File: src/rtl/shield_pwr_ctrl_pkg.sv
// Shared definitions for the shield power controller.
// Holds the Avalon register map, the bit offset of each per-channel
// field inside its 32-bit register, and the largest supported channel
// count. Each field is one byte wide, so channel i sits at offset + i.
package shield_pwr_ctrl_pkg;

  // Largest supported number of shield channels (one byte lane per field)
  localparam int NCH_MAX = 8;

  // Word addresses on the control slave
  localparam logic [1:0] ADDR_CTRL     = 2'd0;
  localparam logic [1:0] ADDR_STATUS   = 2'd1;
  localparam logic [1:0] ADDR_IRQ_EN   = 2'd2;
  localparam logic [1:0] ADDR_DEBOUNCE = 2'd3;

  // CTRL field offsets
  localparam int OFS_PWR  = 0;
  localparam int OFS_HOE  = 8;
  localparam int OFS_LOE  = 16;
  localparam int OFS_AUTO = 24;

  // STATUS field offsets
  localparam int OFS_DEB    = 0;
  localparam int OFS_STICKY = 8;
  localparam int OFS_TRIP   = 16;

endpackage

File: src/rtl/shield_oc_debounce.sv
// Per-channel over-current synchroniser and debouncer.
// The active-low OC flag is brought into the clock domain through two
// flops, then a saturating counter requires it to stay present for
// thresh consecutive cycles before oc_deb is raised. oc_deb is
// registered, so assertion takes 2+thresh cycles and release 3 cycles.
// Ports:
//   csi_MCLK_clk      clock
//   rsi_MRST_reset_n  asynchronous active-low reset
//   ocn               raw over-current flag, active-low, asynchronous
//   thresh            debounce threshold, must be nonzero
//   oc_deb            debounced over-current, 1 = present
module shield_oc_debounce #(
  parameter int DEB_W = 8
) (
  input  logic             csi_MCLK_clk,
  input  logic             rsi_MRST_reset_n,
  input  logic             ocn,
  input  logic [DEB_W-1:0] thresh,
  output logic             oc_deb
);

  localparam logic [DEB_W-1:0] CNT_ONE = {{(DEB_W-1){1'b0}}, 1'b1};

  logic             sync1_reg;
  logic             sync2_reg;
  logic [DEB_W-1:0] cnt_reg;
  logic [DEB_W-1:0] cnt_next;
  logic             deb_reg;

  // The >= compare clamps the counter down immediately when the
  // threshold is lowered below the current count.
  always_comb begin
    cnt_next = '0;
    if (sync2_reg) begin
      cnt_next = (cnt_reg >= thresh) ? thresh : cnt_reg + CNT_ONE;
    end
  end

  always_ff @(posedge csi_MCLK_clk or negedge rsi_MRST_reset_n) begin
    if (!rsi_MRST_reset_n) begin
      sync1_reg <= 1'b0;
      sync2_reg <= 1'b0;
      cnt_reg   <= '0;
      deb_reg   <= 1'b0;
    end else begin
      sync1_reg <= ~ocn;
      sync2_reg <= sync1_reg;
      cnt_reg   <= cnt_next;
      deb_reg   <= sync2_reg && (cnt_next >= thresh);
    end
  end

  assign oc_deb = deb_reg;

endmodule

File: src/rtl/shield_pwr_ctrl.sv
// Shield power controller: Avalon-MM register block driving per-channel
// power switches and buffer enables, with debounced over-current
// detection, sticky fault flags, optional automatic power-off and a
// level interrupt.
// Ports:
//   csi_MCLK_clk, rsi_MRST_reset_n  clock, asynchronous active-low reset
//   avs_ctrl_*                      Avalon-MM slave (zero wait states)
//   ins_OC_irq                      registered level interrupt
//   coe_OCN                         per-channel over-current, active-low
//   coe_PWREN_n                     per-channel power switch, 1 = off
//   coe_HOE, coe_LOE                per-channel high/low buffer enables
module shield_pwr_ctrl
  import shield_pwr_ctrl_pkg::*;
#(
  parameter int NCH     = 2,
  parameter int DEB_W   = 8,
  parameter int DEB_RST = 16
) (
  input  logic           csi_MCLK_clk,
  input  logic           rsi_MRST_reset_n,
  input  logic [1:0]     avs_ctrl_address,
  input  logic [31:0]    avs_ctrl_writedata,
  input  logic [3:0]     avs_ctrl_byteenable,
  input  logic           avs_ctrl_write,
  input  logic           avs_ctrl_read,
  output logic [31:0]    avs_ctrl_readdata,
  output logic           avs_ctrl_waitrequest,
  output logic           ins_OC_irq,
  input  logic [NCH-1:0] coe_OCN,
  output logic [NCH-1:0] coe_PWREN_n,
  output logic [NCH-1:0] coe_HOE,
  output logic [NCH-1:0] coe_LOE
);

  localparam logic [DEB_W-1:0] THRESH_ONE = {{(DEB_W-1){1'b0}}, 1'b1};

  logic [NCH-1:0]   pwr_reg,    pwr_next;
  logic [NCH-1:0]   hoe_reg,    hoe_next;
  logic [NCH-1:0]   loe_reg,    loe_next;
  logic [NCH-1:0]   auto_reg,   auto_next;
  logic [NCH-1:0]   irq_en_reg, irq_en_next;
  logic [NCH-1:0]   sticky_reg, sticky_next;
  logic [NCH-1:0]   trip_reg,   trip_next;
  logic [DEB_W-1:0] thresh_reg, thresh_next;
  logic [NCH-1:0]   deb_prev_reg;
  logic             irq_reg;

  logic [NCH-1:0]   oc_deb;
  logic [NCH-1:0]   deb_rise;
  logic [DEB_W-1:0] thresh_eff;
  logic             wr_ctrl, wr_status, wr_irq_en, wr_deb;
  logic [31:0]      rdata_mux;
  logic             unused_wdata;

  assign wr_ctrl   = avs_ctrl_write && (avs_ctrl_address == ADDR_CTRL);
  assign wr_status = avs_ctrl_write && (avs_ctrl_address == ADDR_STATUS);
  assign wr_irq_en = avs_ctrl_write && (avs_ctrl_address == ADDR_IRQ_EN);
  assign wr_deb    = avs_ctrl_write && (avs_ctrl_address == ADDR_DEBOUNCE);

  // A zero threshold would never let the counter reach a match state
  // that differs from idle, so it is treated as one.
  assign thresh_eff = (thresh_reg == '0) ? THRESH_ONE : thresh_reg;
  assign deb_rise   = oc_deb & ~deb_prev_reg;

  genvar gi;
  generate
    for (gi = 0; gi < NCH; gi++) begin : g_ch
      shield_oc_debounce #(
        .DEB_W(DEB_W)
      ) u_deb (
        .csi_MCLK_clk    (csi_MCLK_clk),
        .rsi_MRST_reset_n(rsi_MRST_reset_n),
        .ocn             (coe_OCN[gi]),
        .thresh          (thresh_eff),
        .oc_deb          (oc_deb[gi])
      );
    end
  endgenerate

  // Register updates. Fault events are applied last so they take
  // priority over any same-cycle host write to the same bit.
  always_comb begin
    pwr_next    = pwr_reg;
    hoe_next    = hoe_reg;
    loe_next    = loe_reg;
    auto_next   = auto_reg;
    irq_en_next = irq_en_reg;
    sticky_next = sticky_reg;
    trip_next   = trip_reg;
    thresh_next = thresh_reg;
    for (int i = 0; i < NCH; i++) begin
      if (wr_ctrl && avs_ctrl_byteenable[0]) begin
        if (avs_ctrl_writedata[OFS_PWR+i]) begin
          // Re-enabling is refused while a fault that would trip the
          // channel again is still present.
          if (!(oc_deb[i] && auto_reg[i])) begin
            pwr_next[i]  = 1'b1;
            trip_next[i] = 1'b0;
          end
        end else begin
          pwr_next[i] = 1'b0;
        end
      end
      if (wr_ctrl && avs_ctrl_byteenable[1]) hoe_next[i]  = avs_ctrl_writedata[OFS_HOE+i];
      if (wr_ctrl && avs_ctrl_byteenable[2]) loe_next[i]  = avs_ctrl_writedata[OFS_LOE+i];
      if (wr_ctrl && avs_ctrl_byteenable[3]) auto_next[i] = avs_ctrl_writedata[OFS_AUTO+i];
      if (wr_status && avs_ctrl_byteenable[1] && avs_ctrl_writedata[OFS_STICKY+i]) begin
        sticky_next[i] = 1'b0;
      end
      if (wr_irq_en && avs_ctrl_byteenable[0]) irq_en_next[i] = avs_ctrl_writedata[i];
      if (deb_rise[i]) begin
        sticky_next[i] = 1'b1;
        if (auto_reg[i]) begin
          pwr_next[i]  = 1'b0;
          trip_next[i] = 1'b1;
        end
      end
    end
    for (int b = 0; b < DEB_W; b++) begin
      if (wr_deb && avs_ctrl_byteenable[b/8]) thresh_next[b] = avs_ctrl_writedata[b];
    end
  end

  always_ff @(posedge csi_MCLK_clk or negedge rsi_MRST_reset_n) begin
    if (!rsi_MRST_reset_n) begin
      pwr_reg      <= '0;
      hoe_reg      <= '0;
      loe_reg      <= '0;
      auto_reg     <= '0;
      irq_en_reg   <= '0;
      sticky_reg   <= '0;
      trip_reg     <= '0;
      thresh_reg   <= DEB_RST[DEB_W-1:0];
      deb_prev_reg <= '0;
      irq_reg      <= 1'b0;
    end else begin
      pwr_reg      <= pwr_next;
      hoe_reg      <= hoe_next;
      loe_reg      <= loe_next;
      auto_reg     <= auto_next;
      irq_en_reg   <= irq_en_next;
      sticky_reg   <= sticky_next;
      trip_reg     <= trip_next;
      thresh_reg   <= thresh_next;
      deb_prev_reg <= oc_deb;
      irq_reg      <= |(sticky_reg & irq_en_reg);
    end
  end

  // Combinational read mux; readdata is held at zero outside reads.
  always_comb begin
    rdata_mux = '0;
    case (avs_ctrl_address)
      ADDR_CTRL: begin
        for (int i = 0; i < NCH; i++) begin
          rdata_mux[OFS_PWR+i]  = pwr_reg[i];
          rdata_mux[OFS_HOE+i]  = hoe_reg[i];
          rdata_mux[OFS_LOE+i]  = loe_reg[i];
          rdata_mux[OFS_AUTO+i] = auto_reg[i];
        end
      end
      ADDR_STATUS: begin
        for (int i = 0; i < NCH; i++) begin
          rdata_mux[OFS_DEB+i]    = oc_deb[i];
          rdata_mux[OFS_STICKY+i] = sticky_reg[i];
          rdata_mux[OFS_TRIP+i]   = trip_reg[i];
        end
      end
      ADDR_IRQ_EN: begin
        for (int i = 0; i < NCH; i++) rdata_mux[i] = irq_en_reg[i];
      end
      default: rdata_mux = 32'(thresh_reg);
    endcase
    if (!avs_ctrl_read) rdata_mux = '0;
  end

  assign avs_ctrl_readdata    = rdata_mux;
  assign avs_ctrl_waitrequest = 1'b0;
  assign ins_OC_irq           = irq_reg;
  assign coe_PWREN_n          = ~pwr_reg;
  assign coe_HOE              = hoe_reg;
  assign coe_LOE              = loe_reg;

  // Only some writedata bits map to storage.
  assign unused_wdata = ^avs_ctrl_writedata;

endmodule

File: config.mk
export PLATFORM = sky130hd
export DESIGN_NAME = shield_pwr_ctrl
export DESIGN_NICKNAME = d
export VERILOG_FILES = /design/src/rtl/shield_pwr_ctrl_pkg.sv /design/src/rtl/shield_oc_debounce.sv /design/src/rtl/shield_pwr_ctrl.sv
export SDC_FILE = /design/constraint.sdc
export NUM_CORES = 1
export LEC_CHECK = 0
export ABC_AREA = 1
export BUFFER_PORTS_ARGS = -buffer_cell sky130_fd_sc_hd__buf_2
export CAP_MARGIN = 25
export CORE_MARGIN = 1.5
export CORE_UTILIZATION = 50
export DETAILED_ROUTE_END_ITERATION = 7
export PLACE_DENSITY = 0.76
export SYNTH_ARGS = -nofsm -noshare
export SYNTH_HDL_FRONTEND = slang
export SYNTH_SLANG_ARGS = --single-unit
File: constraint.sdc
create_clock -name csi_MCLK_clk -period 3.16 [get_ports csi_MCLK_clk]
set_input_delay 0.316 -clock csi_MCLK_clk [delete_from_list [all_inputs] [get_ports csi_MCLK_clk]]
set_output_delay 0.316 -clock csi_MCLK_clk [all_outputs]
set_load 0.02 [all_outputs]
## Word level (Yosys, flattened, before mapping)

Cells that the tools add are included.

- $add $sub $neg: 2
- $lt $le $gt $ge: 4
- Equal/unequal tests: 3
- Multiplexer cells: 35
- Bitwise gates (word level): 6
- Reduce and logical (&&, ||, !) cells: 23

Operator list:

| kind | number |
|---|---|
| $mux W8 | 5 |
| $ge A8 B8 Y1 | 4 |
| $mux W26 | 1 |
| $mux W1 | 24 |
| $logic_and A1 B1 Y1 | 17 |
| $add A8 B1 Y8 const B | 2 |
| $logic_not A8 Y1 | 1 |
| $pmux W2 S2 | 2 |
| $mux W6 | 1 |
| $pmux W2 S3 | 1 |
| $and A2 B2 Y2 | 2 |
| $eq A2 B2 Y1 const B | 2 |
| $not A2 Y2 | 2 |
| $reduce_bool A2 Y1 | 2 |
| $reduce_or A3 Y1 | 1 |
| $eq A2 B1 Y1 const B | 1 |
| $logic_not A2 Y1 | 1 |
| $mux W2 | 1 |
| $not A1 Y1 | 2 |
| $reduce_or A2 Y1 | 1 |

- Register bits after elaboration: 47
- Output and inout bits: 40
- Word-level logic and storage cells: 92

## Longest topological paths before layout

Gate-level depths: netlist of run 1.

- Depth after elaboration: 7
- Gate-level depth with buffers: 24

## By module

Synthesis of run 1 repeated with hierarchy kept, for this count alone.

- Cell total of the unflattened synthesis: 463
- Area, all modules: 3569.7 µm²

Modules (own cells, without submodules):

| module | times used | cells each | area each (µm²) | seq. area each (µm²) |
|---|---|---|---|---|
| shield_oc_debounce | 2 | 137 | 1063.5 | 275.3 |
| shield_pwr_ctrl | 1 | 189 | 1442.6 | 626.9 |

## Worst setup path before layout of run 1

Ideal clock, no wire load.

- Path type: reg2reg
- Start point: reg thresh_reg[4]
- End point: reg g_ch[0].u_deb.deb_reg
- Arrival time: 2.675 ns
- Required time: 3.047 ns
- Setup slack: 0.372 ns
- Stages on the path, launching flop included: 24
- Clock period less this slack: 2.788 ns
- Path through: dfstp_2 -> inv_1 -> nand4_1 -> nor2_1 -> nor2_1 -> inv_1 -> ha_1 -> nand2_1 -> nand3_1 -> nand2_1 -> nand2_1 -> nand2_1 -> nand2_1 -> buf_6 -> nand2_1 -> nand2_1 -> nor2_1 -> ha_1 -> a21oi_1 -> nor2_1 -> nor2_1 -> nand4_1 -> nand2_1 -> inv_1

- Longest elaborated chain between the ends: 7

Ends and longest elaborated chain:

| what | RTL line | source |
|---|---|---|
| start, declared | shield_pwr_ctrl.sv:44 | `logic [DEB_W-1:0] thresh_reg, thresh_next;` |
| start signal, assigned | shield_pwr_ctrl.sv:133 | `thresh_reg <= DEB_RST[DEB_W-1:0];` |
| start signal, assigned | shield_pwr_ctrl.sv:144 | `thresh_reg <= thresh_next;` |
| $logic_not A8 Y1 | shield_pwr_ctrl.sv:62 | `assign thresh_eff = (thresh_reg == '0) ? THRESH_ONE : thresh_reg;` |
| $mux W8 * | shield_pwr_ctrl.sv:62 |  |
| $ge A8 B8 Y1 | shield_oc_debounce.sv:35 | `cnt_next = (cnt_reg >= thresh) ? thresh : cnt_reg + CNT_ONE;` |
| $mux W8 * | shield_oc_debounce.sv:35 |  |
| $mux W8 * | shield_oc_debounce.sv:34 | `if (sync2_reg) begin` |
| named net g_ch[0].u_deb.cnt_next[5] | shield_oc_debounce.sv:27 | `logic [DEB_W-1:0] cnt_next;` |
| $ge A8 B8 Y1 * | shield_oc_debounce.sv:49 | `deb_reg <= sync2_reg && (cnt_next >= thresh);` |
| $logic_and A1 B1 Y1 * | shield_oc_debounce.sv:49 |  |
| end signal, assigned | shield_oc_debounce.sv:49 |  |
| end, declared | shield_oc_debounce.sv:28 | `logic deb_reg;` |

Mark *: on every way through the listed nets, which the timed path passes. The rest lies on a longest branch.
A chain may end at the register's enable or synchronous reset.

## Final worst setup path of run 1

Same ends and word-level chain as after synthesis.

==> flow_summary.json, run 1 <==
{
  "status": "completed",
  "track_usage": 0.2142,
  "start_util": 0.5129,
  "num_vias": 2838,
  "synth_compound_area_frac": 0.07767,
  "wirelength_um": 7312,
  "syn_inst": 421,
  "path_max_fanout": 5,
  "synthSimpleGateAreaFrac": 0.2655,
  "htreeDepth": 2,
  "finalCoreUtilization": 0.5874,
  "grt_pass1_vias": 2667,
  "rr_startpoint": "thresh_reg[4]",
  "arrival_ns": 3.12,
  "power.internal_mw": 1.428,
  "drive_gt1_frac": 0.1880,
  "ys_warn_count": 0,
  "cts_inserted_buffers": 5,
  "dp.cells": 546,
  "postRouteAntennaNets": 0,
  "rsz0062_at_grt": "true",
  "largest_reg_flops": 16,
  "die_w_um": 83.48,
  "final-instance-count-excl-fill": 561,
  "drt_iter0_drc": 133,
  "p_per_area_nw_per_um2": 688.8,
  "synthArstFlopShare": 1.000,
  "fin_area_um2": 3709,
  "startpoint": "thresh_reg[4]",
  "r2r.worst_path.cells": 22,
  "crit_top_cell": "nand2_1",
  "cp-end-kind": "flip-flop",
  "clk_latency_ns": 0.31,
  "tns_ns": 0,
  "grt_overflow": 0,
  "p_sw_frac": 0.4410,
  "dr.pass1.iters": 5,
  "synth_most_common_cell": "nand2_1",
  "cts-root-buf": "clkbuf_8",
  "ios": 84,
  "row_count": 29,
  "seq_area_frac_synth": 0.3636,
  "antenna_cells": 0,
  "power.share.combinational": 0.491,
  "route.detailed.wl_per_inst_um": 13.03,
  "ir_worst_vdd_uv": 392.3,
  "die_y_um": 83.48,
  "port_buffers": 46,
  "synth_xor_area_frac": 0.02164,
  "hold_depth": 2,
  "critPathLaunchType": "flip-flop",
  "syn_area_per_cell_um2": 7.691,
  "antenna_found_initial": 0,
  "crit_type": "reg -> reg",
  "synth_mux_area_frac": 0.01391,
  "avgViaCountPerCell": 5.059,
  "dieArea_um2": 6968,
  "num-fill-cells": 587,
  "dp_hpwl_um": 5589,
  "synthToLayoutAreaGrowth_pct": 14.53,
  "synth_top_area_frac": 0.3555,
  "clk_path_buf_depth": 2,
  "skew_ns": 0.009416,
  "finalHoldViolations": 0,
  "synth_fa_ha_area_frac": 0.1314,
  "cellLeakagePower_nw": 2.084,
  "ys_types": 30,
  "clockPowerShare": 0.154,
  "synth_edf_count": 0,
  "critPathMaxStageDelay_ns": 0.56,
  "fin_crit_sh": 0.9201,
  "drc_errors": 0,
  "hp-class": "in -> reg",
  "gp_congestion": 0.9302,
  "cp_slowest_cell": "dfstp_2",
  "p_switching_mw": 1.127,
  "synth-seq-cells": 47,
  "core_um2": 6314,
  "yosys.area.top_type": "dfrtp_1",
  "cp_cell_sequence": "inv_1, nand4_1, nor2_1, nor2_2, inv_2, ha_1, nand2_1, nand3_1, nand2_1, nand2_1, nand2_2, buf_4, nand3_1, nand2_1, nor2_1, ha_1, a21oi_1, o21ai_0, nand2_1, nand4_1, nand2_1, inv_1",
  "grt_max_degree": 48,
  "clock_sinks": 47,
  "synthTopCellsByArea": "dfrtp_1 (36%), ha_1 (13%), nand2_1 (11%)",
  "min_from": "coe_OCN[1]",
  "synth-main-ff-cell": "dfrtp_1",
  "cp.required_ns": 3.37,
  "grt_pass1_wl_um": 12150,
  "p_seq_frac": 0.356,
  "place_area_um2": 3511,
  "maxCapViolations": 0,
  "synth_top_family_by_area": "simple AND/OR/NAND/NOR gates",
  "yosys-top-cells-count": "nand2_1 (99), nor2_1 (57), inv_1 (56)",
  "cts_tree": "yes",
  "setup_viol": 0,
  "fmax_mhz": 343.9,
  "min_period_ns": 2.908,
  "syn_area_um2": 3238,
  "path_clk_slew_ns": 0.10,
  "nets": 561,
  "slew_viol_final": 0
}
-- cells by family after synthesis --
| family | Yosys count |
|---|---|
| other cells | 1 |
| fa+ha+maj | 34 |
| flops | 47 |
| mux | 3 |
| xor+xnor | 8 |
| simple gates | 199 |
| buf+inv | 82 |
| compound gates | 47 |
-- final timing paths --
path	end	slack [ns]
worst max-delay path	g_ch[0].u_deb.oc_deb	0.25
worst min-delay path	g_ch[1].u_deb.sync1_reg	0.13
worst max register to register	g_ch[0].u_deb.oc_deb	0.25
worst min register to register	g_ch[1].u_deb.sync2_reg	0.36
max in group asynchronous	thresh_reg[4]	2.26
min in group asynchronous	g_ch[0].u_deb.sync1_reg	0.39
-- metal layers --
metal | GRT usage | share of wire | up-vias | routed length (µm)
met4 | 0.05514 | 0.013 | 0 | 95
met3 | 0.02473 | 0.049 | 8 | 355
met5 | 0 | 0 | - | 0
li1 | - | - | 1431 | -
met1 | 0.2719 | 0.44 | 1294 | 3213
met2 | 0.3888 | 0.50 | 105 | 3648
-- placed cells by master, fill, tap and decap left out, types with 2 or more instances in the layout --
| cell type | n |
|---|---|
| mux2_4 | 3 |
| dfrtp_1 | 46 |
| nand3_1 | 16 |
| o21ai_0 | 18 |
| conb_1 | 19 |
| a21oi_1 | 23 |
| nand2_2 | 3 |
| clkbuf_8 | 5 |
| buf_4 | 14 |
| buf_2 | 46 |
| nor2_2 | 5 |
| nor2_4 | 2 |
| nand2_4 | 4 |
| o21a_1 | 2 |
| nor3_1 | 8 |
| inv_1 | 55 |
| xnor2_1 | 4 |
| o221ai_1 | 2 |
| nand4_1 | 11 |
| xor2_1 | 4 |
| nor2_1 | 53 |
| ha_1 | 34 |
| nand2_1 | 95 |
-- cell type report --
type                    count  area [µm²]  share of cell area
multi-input cells         310        1757              0.4737
inverters                  57       216.5             0.05837
repair buffers             62       365.4             0.09852
clock buffers               5       68.82             0.01856
flip-flops and latches     47        1177              0.3175
well taps                  77       96.34             0.02598
clock inverters             3       27.53            0.007422
-- critical path, delay by kind of cell, from the launching register on --
family / cells / cell delay, ns
flops: 1 / 0.56
compound gates: 2 / 0.25
simple gates: 14 / 1.10
fa+ha+maj: 2 / 0.56
buf+inv: 4 / 0.35
-- metrics by stage --
| step | hold WS (ns) | power, mW | setup slack, ns |
|---|---|---|---|
| after floorplan | 0.02041 | 1.778 | 0.3716 |
| after global placement | 0.3332 | 2.021 | 0.05929 |
| after detailed placement | 0.3465 | 2.079 | -0.003770 |
| after CTS | 0.1223 | 2.482 | 0.06756 |
| after global routing | 0.1168 | 2.801 | -0.01378 |
| final | 0.1329 | 2.555 | 0.2523 |
-- power by group through the flow --
stage               Clock, mW  Sequential [mW]  Combinational, mW
floorplan                   0            0.887              0.891
global placement            0            0.910               1.11
detailed placement          0            0.915               1.16
CTS                     0.404            0.903               1.18
global route            0.422            0.927               1.45
finish                  0.393            0.908               1.25
-- what timing repair did --
item,CTS,global route
hold buffers,0,1
resized for setup,2,10
pin swaps,0,3
setup endpoints to repair,2,2
buffers inserted,0,5
endpoints found under the hold margin,0,6
gates cloned,0,0
Note: power is estimated with default switching activity, not from simulation.
==> inputs of run 2 (changes only) <==
--- a/config.mk
+++ b/config.mk
@@ -10,8 +10,10 @@
 export CAP_MARGIN = 25
 export CORE_MARGIN = 1.5
 export CORE_UTILIZATION = 50
+export CTS_CLUSTER_DIAMETER = 60
 export DETAILED_ROUTE_END_ITERATION = 7
-export PLACE_DENSITY = 0.76
+export PLACE_DENSITY = 0.75
 export SYNTH_ARGS = -nofsm -noshare
 export SYNTH_HDL_FRONTEND = slang
+export SYNTH_HIERARCHICAL = 1
 export SYNTH_SLANG_ARGS = --single-unit
==> run 2 against run 1 <==
Synthesized cell count grew 10%. Clock power decreased by 1%. Highest routed layer unchanged. Power up 11%. Critical path type unchanged.
==> flow_summary.json, run 2 <==
{
  "path_clk_slew_ns": 0.09,
  "wirelength_um": 7382,
  "critPathLaunchType": "flip-flop",
  "syn_area_per_cell_um2": 7.710,
  "holdWs_ns": 0.1437,
  "finalHoldViolations": 0,
  "ios": 84,
  "postRouteAntennaNets": 0,
  "synth_top_area_frac": 0.3225,
  "cts_inserted_buffers": 5,
  "mostFrequentLayoutCell": "nand2_1",
  "route.detailed.wl_per_inst_um": 12.02,
  "arrival_ns": 3.12,
  "fmax_mhz": 347.5,
  "clk_path_buf_depth": 2,
  "ys_types": 31,
  "largest_reg_flops": 16,
  "grt_pass1_vias": 2687,
  "min_period_ns": 2.878,
  "drive_gt1_frac": 0.2394,
  "cts_tree": "yes",
  "status": "completed",
  "synth_edf_count": 0,
  "slew_viol_final": 0,
  "dp_hpwl_um": 5728,
  "pre_cts_ws_ns": 0.3036,
  "skew_ns": 0.005845,
  "worst_slack_ns": 0.2823,
  "ir_worst_vdd_uv": 355.1,
  "cellLeakagePower_nw": 2.272,
  "setup_viol": 0,
  "start_util": 0.5225,
  "yosys.area.top_type": "dfrtp_1",
  "synth-seq-cells": 47,
  "maxCapViolations": 0,
  "cp.required_ns": 3.40,
  "ys_warn_count": 6,
  "clk_latency_ns": 0.30,
  "p_per_area_nw_per_um2": 712.7,
  "core_um2": 6832,
  "synthTopCellsByArea": "dfrtp_1 (32%), ha_1 (12%), nand2_1 (11%)",
  "fin_crit_sh": 0.9107,
  "antenna_cells": 0,
  "hp-class": "in -> reg",
  "synth_most_common_cell": "nand2_1",
  "grt_overflow": 0,
  "drt_iter0_drc": 126,
  "dieArea_um2": 7655,
  "seq_area_frac_synth": 0.3298,
  "dr.pass1.iters": 4,
  "crit_type": "reg -> reg",
  "syn_area_um2": 3570,
  "track_usage": 0.2000,
  "die_w_um": 87.50,
  "yosys-top-cells-count": "nand2_1 (107), inv_1 (72), dfrtp_1 (46)",
  "row_count": 30,
  "cts-root-buf": "clkbuf_8",
  "antenna_found_initial": 0,
  "gp_congestion": 0.8874,
  "synthArstFlopShare": 1.000,
  "cp-end-kind": "flip-flop",
  "num-fill-cells": 647,
  "path_max_fanout": 7,
  "num_vias": 2959,
  "clock_sinks": 47,
  "port_buffers": 46,
  "synth-main-ff-cell": "dfrtp_1",
  "die_y_um": 87.50,
  "drc_errors": 0,
  "htreeDepth": 2,
  "nets": 595,
  "grt_max_degree": 30,
  "synthToLayoutAreaGrowth_pct": 11.25,
  "avgViaCountPerCell": 4.819,
  "final_cell_mix": "nand2_1 (107), inv_1 (72), dfrtp_1 (46), buf_2 (46), ha_1 (34)",
  "grt_pass1_wl_um": 11940,
  "syn_inst": 463
}
run 2: cell types whose count changed in the layout (fill, tap and decap cells not counted), sizes merged, moves of 3 or more:
cell,delta
nor3,-6
buf,-3
nor2,-4
o21ai,-3
nand3,+9
inv,+17
mux2,-3
nand2,+26
a21oi,-4
nand4,+4
run 2: worst max-delay path, stage by stage (launching register included):
cell and delay, ns:
dfstp_2 0.58, inv_1 0.07, nand4_1 0.10, o21ai_1 0.07, buf_4 0.16, ha_1 0.19, inv_1 0.05, nand2_1 0.04
nand2_1 0.05, nand2_1 0.05, nand2_1 0.09, nand2_4 0.09, nand3_4 0.11, buf_4 0.13, nand2_2 0.04, nand2_1 0.07
nor2_2 0.05, ha_1 0.29, nand2_1 0.07, nor2_1 0.16, nand4_1 0.10, nand4_1 0.11, nand2_1 0.06, inv_1 0.07
run 2: path summary, 6_finish.rpt:
kind | start | cells after the start | end | slack [ns]
min reg2reg | g_ch[1].u_deb/sync1_reg | 0 | g_ch[1].u_deb/sync2_reg | 0.36
max | thresh_reg[4] | 23 | g_ch[1].u_deb/oc_deb | 0.28
min in group asynchronous | rsi_MRST_reset_n | 2 | coe_LOE[0] | 0.49
min | coe_OCN[1] | 2 | g_ch[1].u_deb/sync1_reg | 0.14
max reg2reg | thresh_reg[4] | 23 | g_ch[1].u_deb/oc_deb | 0.28
max in group asynchronous | rsi_MRST_reset_n | 3 | thresh_reg[3] | 2.16
run 2: routing by layer:
layer | routed length, µm | part of all wire | GRT usage
met2 | 3613 | 0.49 | 0.3336
met4 | 71 | 0.0096 | 0.05483
met3 | 358 | 0.048 | 0.03318
met5 | 0 | 0 | 0
met1 | 3339 | 0.45 | 0.2681
run 2: repair_timing:
| item | in CTS | in global routing |
|---|---|---|
| resized for setup | 0 | 5 |
| hold endpoints to repair | 17 | 0 |
| setup buffers | 0 | 10 |
| setup endpoints to repair | 0 | 2 |
| hold buffers | 1 | 0 |
run 2: metrics by stage:
step                 TNS, ns  total power [mW]  cell area [µm²]  utilization  instances
finish                     0             2.830             3971       0.5813        614
global placement           0             2.239             3744       0.5480        593
floorplan                  0             2.071             3637            -        481
detailed placement         0             2.309             3764       0.5509        594
CTS                        0             2.704             3869       0.5663        603
global route        -0.01161             3.089             3971       0.5813        614
run 2: final cells by class:
type / instances / area [µm²] / area share
Multi-Input combinational cell: 328 / 1951 / 0.4912
Sequential cell: 47 / 1177 / 0.2965
Timing Repair Buffer: 59 / 342.8 / 0.08633
Inverter: 76 / 285.3 / 0.07183
Tap cell: 96 / 120.1 / 0.03025
Clock buffer: 7 / 86.33 / 0.02174
Clock inverter: 1 / 8.758 / 0.002205
run 2: power breakdown:
part	total (mW)	internal, mW	switching [mW]
Sequential	0.925	0.767	0.158
Combinational	1.52	0.615	0.903
Clock	0.388	0.180	0.208
Total	2.83	1.56	1.27
run 2: kinds of logic (layout without fill, tap and decap cells):
family | after synthesis | in the layout | share of synthesized area
buffers and inverters | 107 | 143 | 0.1504
and+or+nand+nor | 226 | 227 | 0.3179
adders and majority gates | 34 | 34 | 0.1192
AOI/OAI and AO/OA | 40 | 40 | 0.06204
other | 1 | 19 | 0.001051
DFF | 47 | 47 | 0.3298
xor gates and xnor gates | 8 | 8 | 0.01963
